File: config.mk
export PLATFORM = sky130hd
export DESIGN_NAME = muldiv_sequencer
export DESIGN_NICKNAME = d
export VERILOG_FILES = /design/src/rtl/muldiv_sequencer.sv
export SDC_FILE = /design/constraint.sdc
export NUM_CORES = 1
export LEC_CHECK = 0
export CORE_UTILIZATION = 40
export CTS_CLUSTER_SIZE = 24
export DETAILED_ROUTE_END_ITERATION = 6
export DONT_BUFFER_PORTS = 1
export PLACE_DENSITY = 0.54
export SYNTH_ARGS = -nofsm -noshare
export SYNTH_HDL_FRONTEND = slang
export SYNTH_SLANG_ARGS = --single-unit
export TNS_END_PERCENT = 50
File: constraint.sdc
create_clock -name clk -period 3.5 [get_ports clk]
set_clock_uncertainty 0.2 [all_clocks]
set_input_delay 0 -clock clk [delete_from_list [all_inputs] [get_ports clk]]
set_output_delay 0 -clock clk [all_outputs]
set_load 0.05 [all_outputs]
File: src/rtl/muldiv_sequencer.sv
// Iterative multiply/divide sequencer that owns the HI/LO pair.
// 32-cycle shift-add multiply or restoring divide, one sign-fix cycle, then commit.
module muldiv_sequencer #(
  parameter int ITER = 32
) (
  input  logic        clk,
  input  logic        reset,
  input  logic        start,
  input  logic [2:0]  op,
  input  logic [31:0] op_a,
  input  logic [31:0] op_b,
  input  logic        mf_req,
  output logic        busy,
  output logic        stall,
  output logic        done,
  output logic [31:0] hi,
  output logic [31:0] lo
);

  typedef enum logic [1:0] {S_IDLE = 2'd0, S_RUN = 2'd1, S_FIX = 2'd2} state_t;

  state_t      r_state;
  logic [4:0]  r_count;
  logic [63:0] r_prod;
  logic [63:0] r_mcand;
  logic [31:0] r_mplier;
  logic [31:0] r_rem;
  logic [31:0] r_quo;
  logic [31:0] r_divisor;
  logic [31:0] r_opa;
  logic        r_sa;
  logic        r_sb;
  logic        r_is_div;
  logic        r_dz;
  logic [31:0] r_hi;
  logic [31:0] r_lo;
  logic        r_done;

  logic        w_signed;
  logic        w_sa;
  logic        w_sb;
  logic [31:0] w_mag_a;
  logic [31:0] w_mag_b;
  logic [32:0] w_rem_sh;
  logic        w_ge;
  logic [31:0] w_diff;
  logic [63:0] w_prod_fix;
  logic [31:0] w_quo_fix;
  logic [31:0] w_rem_fix;

  // Operand magnitudes; 0x80000000 negates to itself and is treated as unsigned.
  assign w_signed = ~op[0];
  assign w_sa     = w_signed & op_a[31];
  assign w_sb     = w_signed & op_b[31];
  assign w_mag_a  = w_sa ? (32'd0 - op_a) : op_a;
  assign w_mag_b  = w_sb ? (32'd0 - op_b) : op_b;

  assign w_rem_sh = {r_rem, r_quo[31]};
  assign w_ge     = (w_rem_sh >= {1'b0, r_divisor});
  assign w_diff   = w_rem_sh[31:0] - r_divisor;

  assign w_prod_fix = (r_sa ^ r_sb) ? (64'd0 - r_prod) : r_prod;
  assign w_quo_fix  = (r_sa ^ r_sb) ? (32'd0 - r_quo) : r_quo;
  assign w_rem_fix  = r_sa ? (32'd0 - r_rem) : r_rem;

  assign busy  = (r_state != S_IDLE);
  assign stall = busy & (start | mf_req);
  assign done  = r_done;
  assign hi    = r_hi;
  assign lo    = r_lo;

  // Sequencer FSM, datapath iteration and HI/LO commit.
  always_ff @(posedge clk or negedge reset) begin
    if (!reset) begin
      r_state   <= S_IDLE;
      r_count   <= 5'd0;
      r_prod    <= 64'd0;
      r_mcand   <= 64'd0;
      r_mplier  <= 32'd0;
      r_rem     <= 32'd0;
      r_quo     <= 32'd0;
      r_divisor <= 32'd0;
      r_opa     <= 32'd0;
      r_sa      <= 1'b0;
      r_sb      <= 1'b0;
      r_is_div  <= 1'b0;
      r_dz      <= 1'b0;
      r_hi      <= 32'd0;
      r_lo      <= 32'd0;
      r_done    <= 1'b0;
    end else begin
      r_done <= 1'b0;
      case (r_state)
        S_IDLE: begin
          if (start) begin
            case (op)
              3'd0, 3'd1, 3'd2, 3'd3: begin
                r_state   <= S_RUN;
                r_count   <= 5'd0;
                r_sa      <= w_sa;
                r_sb      <= w_sb;
                r_is_div  <= op[1];
                r_dz      <= op[1] & (op_b == 32'd0);
                r_opa     <= op_a;
                r_prod    <= 64'd0;
                r_mcand   <= {32'd0, w_mag_a};
                r_mplier  <= w_mag_b;
                r_rem     <= 32'd0;
                r_quo     <= w_mag_a;
                r_divisor <= w_mag_b;
              end
              3'd4:    r_hi <= op_a;
              3'd5:    r_lo <= op_a;
              default: ;
            endcase
          end
        end
        S_RUN: begin
          r_count <= r_count + 5'd1;
          if (r_is_div) begin
            r_rem <= w_ge ? w_diff : w_rem_sh[31:0];
            r_quo <= {r_quo[30:0], w_ge};
          end else begin
            r_prod   <= r_mplier[0] ? (r_prod + r_mcand) : r_prod;
            r_mcand  <= {r_mcand[62:0], 1'b0};
            r_mplier <= {1'b0, r_mplier[31:1]};
          end
          if (r_count == 5'(ITER - 1)) begin
            r_state <= S_FIX;
          end
        end
        S_FIX: begin
          if (!r_is_div) begin
            r_hi <= w_prod_fix[63:32];
            r_lo <= w_prod_fix[31:0];
          end else if (r_dz) begin
            r_hi <= r_opa;
            r_lo <= 32'hFFFF_FFFF;
          end else begin
            r_hi <= w_rem_fix;
            r_lo <= w_quo_fix;
          end
          r_done  <= 1'b1;
          r_state <= S_IDLE;
        end
        default: r_state <= S_IDLE;
      endcase
    end
  end

endmodule

==> flow_metrics.env <==
export IMPL_yosysSeqAreaShare=0.366
export IMPL_reg2reg_to="hi[26]"
export IMPL_slowest_delay_ps=520
export IMPL_tightest_slew_ps=1230
export IMPL_path_depth=10
export IMPL_cts_sinks=364
export IMPL_critPathCaptureType="flip-flop"
export IMPL_htree_levels=2
export IMPL_r2r_slack_ps=-60
export IMPL_cpLargestDelayFamily="simple AND/OR/NAND/NOR gates"
export IMPL_slowest_stage="or4_4"
export IMPL_drt_first_iter_violations=2067
export IMPL_die_y_um=251
export IMPL_timing_final_ws_setup_ps=-58.8
export IMPL_syn_nets=3294
export IMPL_slew_viol_final=0
export IMPL_nNetsFinal=3553
export IMPL_grt_pass1_vias=23117
export IMPL_ys_seq_elements=364
export IMPL_drv_cap=0
export IMPL_grt_max_degree=365
export IMPL_ios=138
export IMPL_grt_pass1_wl_um=138000
export IMPL_yosysWarnings=0
export IMPL_netSwitchingPower_uw=16900
export IMPL_post_synth_top_count_cell="nand2_1"
export IMPL_area_delta_synth_final_pct=23.0
export IMPL_cts_root_buf="clkbuf_16"
export IMPL_seqPwrFrac=0.265
export IMPL_min_period_ps=3560
export IMPL_cp_startpoint="r_rem[0]"
export IMPL_core_um2=61600
export IMPL_overflow=0
export IMPL_clock_path_buffers=3
export IMPL_initial_core_util=0.404
export IMPL_yosysTopAreaCellShare=0.366
export IMPL_ant_nets=0
export IMPL_whs_ps=-1120
export IMPL_syn_area_per_cell_um2=7.97
export IMPL_vias_per_cell=5.69
export IMPL_die_w_um=251
export IMPL_dr_total_vias=24201
export IMPL_p_int_uw=17200
export IMPL_finalPower_uw=34100
export IMPL_comb_power_share=0.590
export IMPL_antenna_found_initial=10
export IMPL_syn_area_um2=24900
export IMPL_numCtsBuffers=45
export IMPL_cts_tree="done"
export IMPL_final_util=0.496
export IMPL_gp_congestion=0.921
export IMPL_clkLatencyLatePin_ps=620
export IMPL_status="complete, but fails checks"
export IMPL_arrival_ps=3830
export IMPL_synth_edf_count=0
export IMPL_cpMostUsedCell="or4_4"
export IMPL_yosysUniqueCellTypes=76
export IMPL_yosys_top_cells_count="nand2_1, o21ai_0, dfrtp_1, nor2_1, a21oi_1"
export IMPL_clock_power_share=0.145
export IMPL_path_cells="inv_2 -> ha_4 -> or4b_4 -> or4_4 -> or3_4 -> or4_4 -> o21ai_2 -> xor2_1 -> o221ai_1 -> a221o_1"
export IMPL_timing_rr_start="r_rem[0]"
export IMPL_multiInputGateArea_um2=15300
export IMPL_wl_per_cell_um=21.2
export IMPL_p_per_area_nw_per_um2=1110
export IMPL_synthArstFlopShare=1.00
export IMPL_p_leak_uw=0.0135
export IMPL_setup_violations=3
export IMPL_fin_crit_sh=1.02
export IMPL_worstSetupStartpointType="flip-flop"
export IMPL_min_path_type="in2async"
export IMPL_rsz0062_at_grt="yes"
export IMPL_die_area_um2=63100
export IMPL_critPathRequiredTime_ps=3770
export IMPL_routed_wl_um=89900
export IMPL_ys_flop_type="dfrtp_1"
export IMPL_crit_type="reg2reg"
export IMPL_drive_gt1_frac=0.139
export IMPL_clkTransAtPathRegs_ps=60
export IMPL_n_fill_cell=6024
export IMPL_dr_pass1_iters=7
export IMPL_finalSetupTns_ps=-90.0
export IMPL_sw_frac_of_total=0.494
export IMPL_cp_num_buf_inv=1
export IMPL_violations="design-rule violations, negative hold slack, negative setup slack"
export IMPL_row_count=91
export IMPL_dp_hpwl_um=65900
export IMPL_hold_buffers=97
export IMPL_syn_inst=3119
export IMPL_crit_fanout=4
export IMPL_grt_use_total=0.282
export IMPL_port_buffers=0
export IMPL_crit_end="hi[26]"
export IMPL_hold_viol_final=364
export IMPL_slew_headroom=0.180
export IMPL_max_freq_ghz=0.281
export IMPL_drc=2
export IMPL_regArea_um2=9110
export IMPL_netlist_top_cells_area="dfrtp_1, nand2_1, o21ai_0"
export IMPL_r2r_cells=10
export IMPL_synth_top_cell_by_area="dfrtp_1"
export IMPL_ir_drop_v=0.000800
-- state kept, by name (all words and copies together) (netlist names), 5 cells and up --
register,count
hi,32
lo,32
r_prod,64
r_rem,32
r_divisor,32
r_opa,32
r_count,5
r_quo,32
r_mcand,64
r_mplier,32
-- what timing repair did --
action | 4_1_cts | 5_1_grt
setup buffers | 1 | 8
setup endpoints to repair | 25 | 77
resized for setup | 18 | 77
endpoints found under the hold margin | 597 | 364
pin swaps | 5 | 27
-- worst min path at each step --
stage                from    end  slack, ps  depth (start not counted)
detailed placement  reset  hi[5]       -480                          0
finish              reset  hi[9]      -1120                          0
global route        reset  hi[8]      -1140                          0
global placement    reset  lo[4]       -480                          0
CTS                 reset  hi[2]      -1140                          0
floorplan           reset   done       -500                          0
-- per-stage QoR --
| step | setup slack [ps] | cells | area [um^2] | hold WS (ps) |
|---|---|---|---|---|
| 3_5_place_dp | -195 | 4062 | 27500 | -482 |
| 2_1_floorplan | 10.5 | 3119 | 24900 | -496 |
| 3_3_place_gp | -147 | 4062 | 27500 | -484 |
| 5_1_grt | -188 | 4247 | 30600 | -1140 |
| 4_1_cts | -62.4 | 4238 | 30100 | -1140 |
| 6_report | -58.8 | 4251 | 30600 | -1120 |
-- layout by cell type (no fill, tap or decap), types with 26 or more instances in the layout --
| cell | netlist | routed |
|---|---|---|
| nand3_1 | 29 | 29 |
| xnor2_1 | 130 | 125 |
| or3_1 | 30 | 27 |
| nor2_1 | 239 | 232 |
| o31ai_1 | 42 | 37 |
| a21oi_1 | 226 | 217 |
| a31oi_1 | 64 | 63 |
| buf_4 | 0 | 283 |
| o211ai_1 | 32 | 32 |
| mux2i_1 | 34 | 34 |
| nor3_1 | 40 | 38 |
| o21ai_0 | 429 | 420 |
| a21o_1 | 54 | 54 |
| dfrtp_1 | 364 | 361 |
| clkbuf_16 | 0 | 45 |
| o221ai_1 | 26 | 26 |
| nand2_1 | 576 | 574 |
| ha_1 | 102 | 97 |
| dlygate4sd3_1 | 0 | 97 |
| xor2_1 | 127 | 126 |
| inv_1 | 83 | 81 |
-- area by class of cell --
type,count,share of cell area
tap,837,0.0342
multi-input combinational,2495,0.501
inverter,84,0.0103
clock buffer,65,0.0432
antenna,5,0.000409
clock inverter,13,0.00708
sequential,364,0.298
timing repair buffer,388,0.106
-- power groups by stage --
stage | combinational, uW | sequential [uW] | clock (uW)
6_report | 20100 | 9040 | 4940
5_1_grt | 22100 | 9250 | 5170
4_1_cts | 19500 | 8990 | 5030
3_5_place_dp | 19200 | 9040 | 0
3_3_place_gp | 18900 | 8990 | 0
2_1_floorplan | 12500 | 8540 | 0
-- layer usage --
layer | share of wire | global-route usage | vias up
met3 | 0.078 | 0.0637 | 160
li1 | - | - | 11554
met5 | 0.00089 | 0 | -
met2 | 0.45 | 0.446 | 855
met1 | 0.44 | 0.378 | 11620
met4 | 0.037 | 0.0948 | 12
-- cell families (layout without fill, tap and decap cells) --
| family | count (synthesis) | count (layout) | share of synthesized area |
|---|---|---|---|
| xor gates and xnor gates | 257 | 257 | 0.0905 |
| muxes | 37 | 37 | 0.0150 |
| other | 0 | 5 | 0 |
| AOI/OAI and AO/OA | 1019 | 1019 | 0.244 |
| and+or+nand+nor | 1078 | 1078 | 0.191 |
| DFF | 364 | 364 | 0.366 |
| buffers and inverters | 260 | 550 | 0.0395 |
| adders and majority gates | 104 | 104 | 0.0529 |
Note: power is estimated with default switching activity, not from simulation.
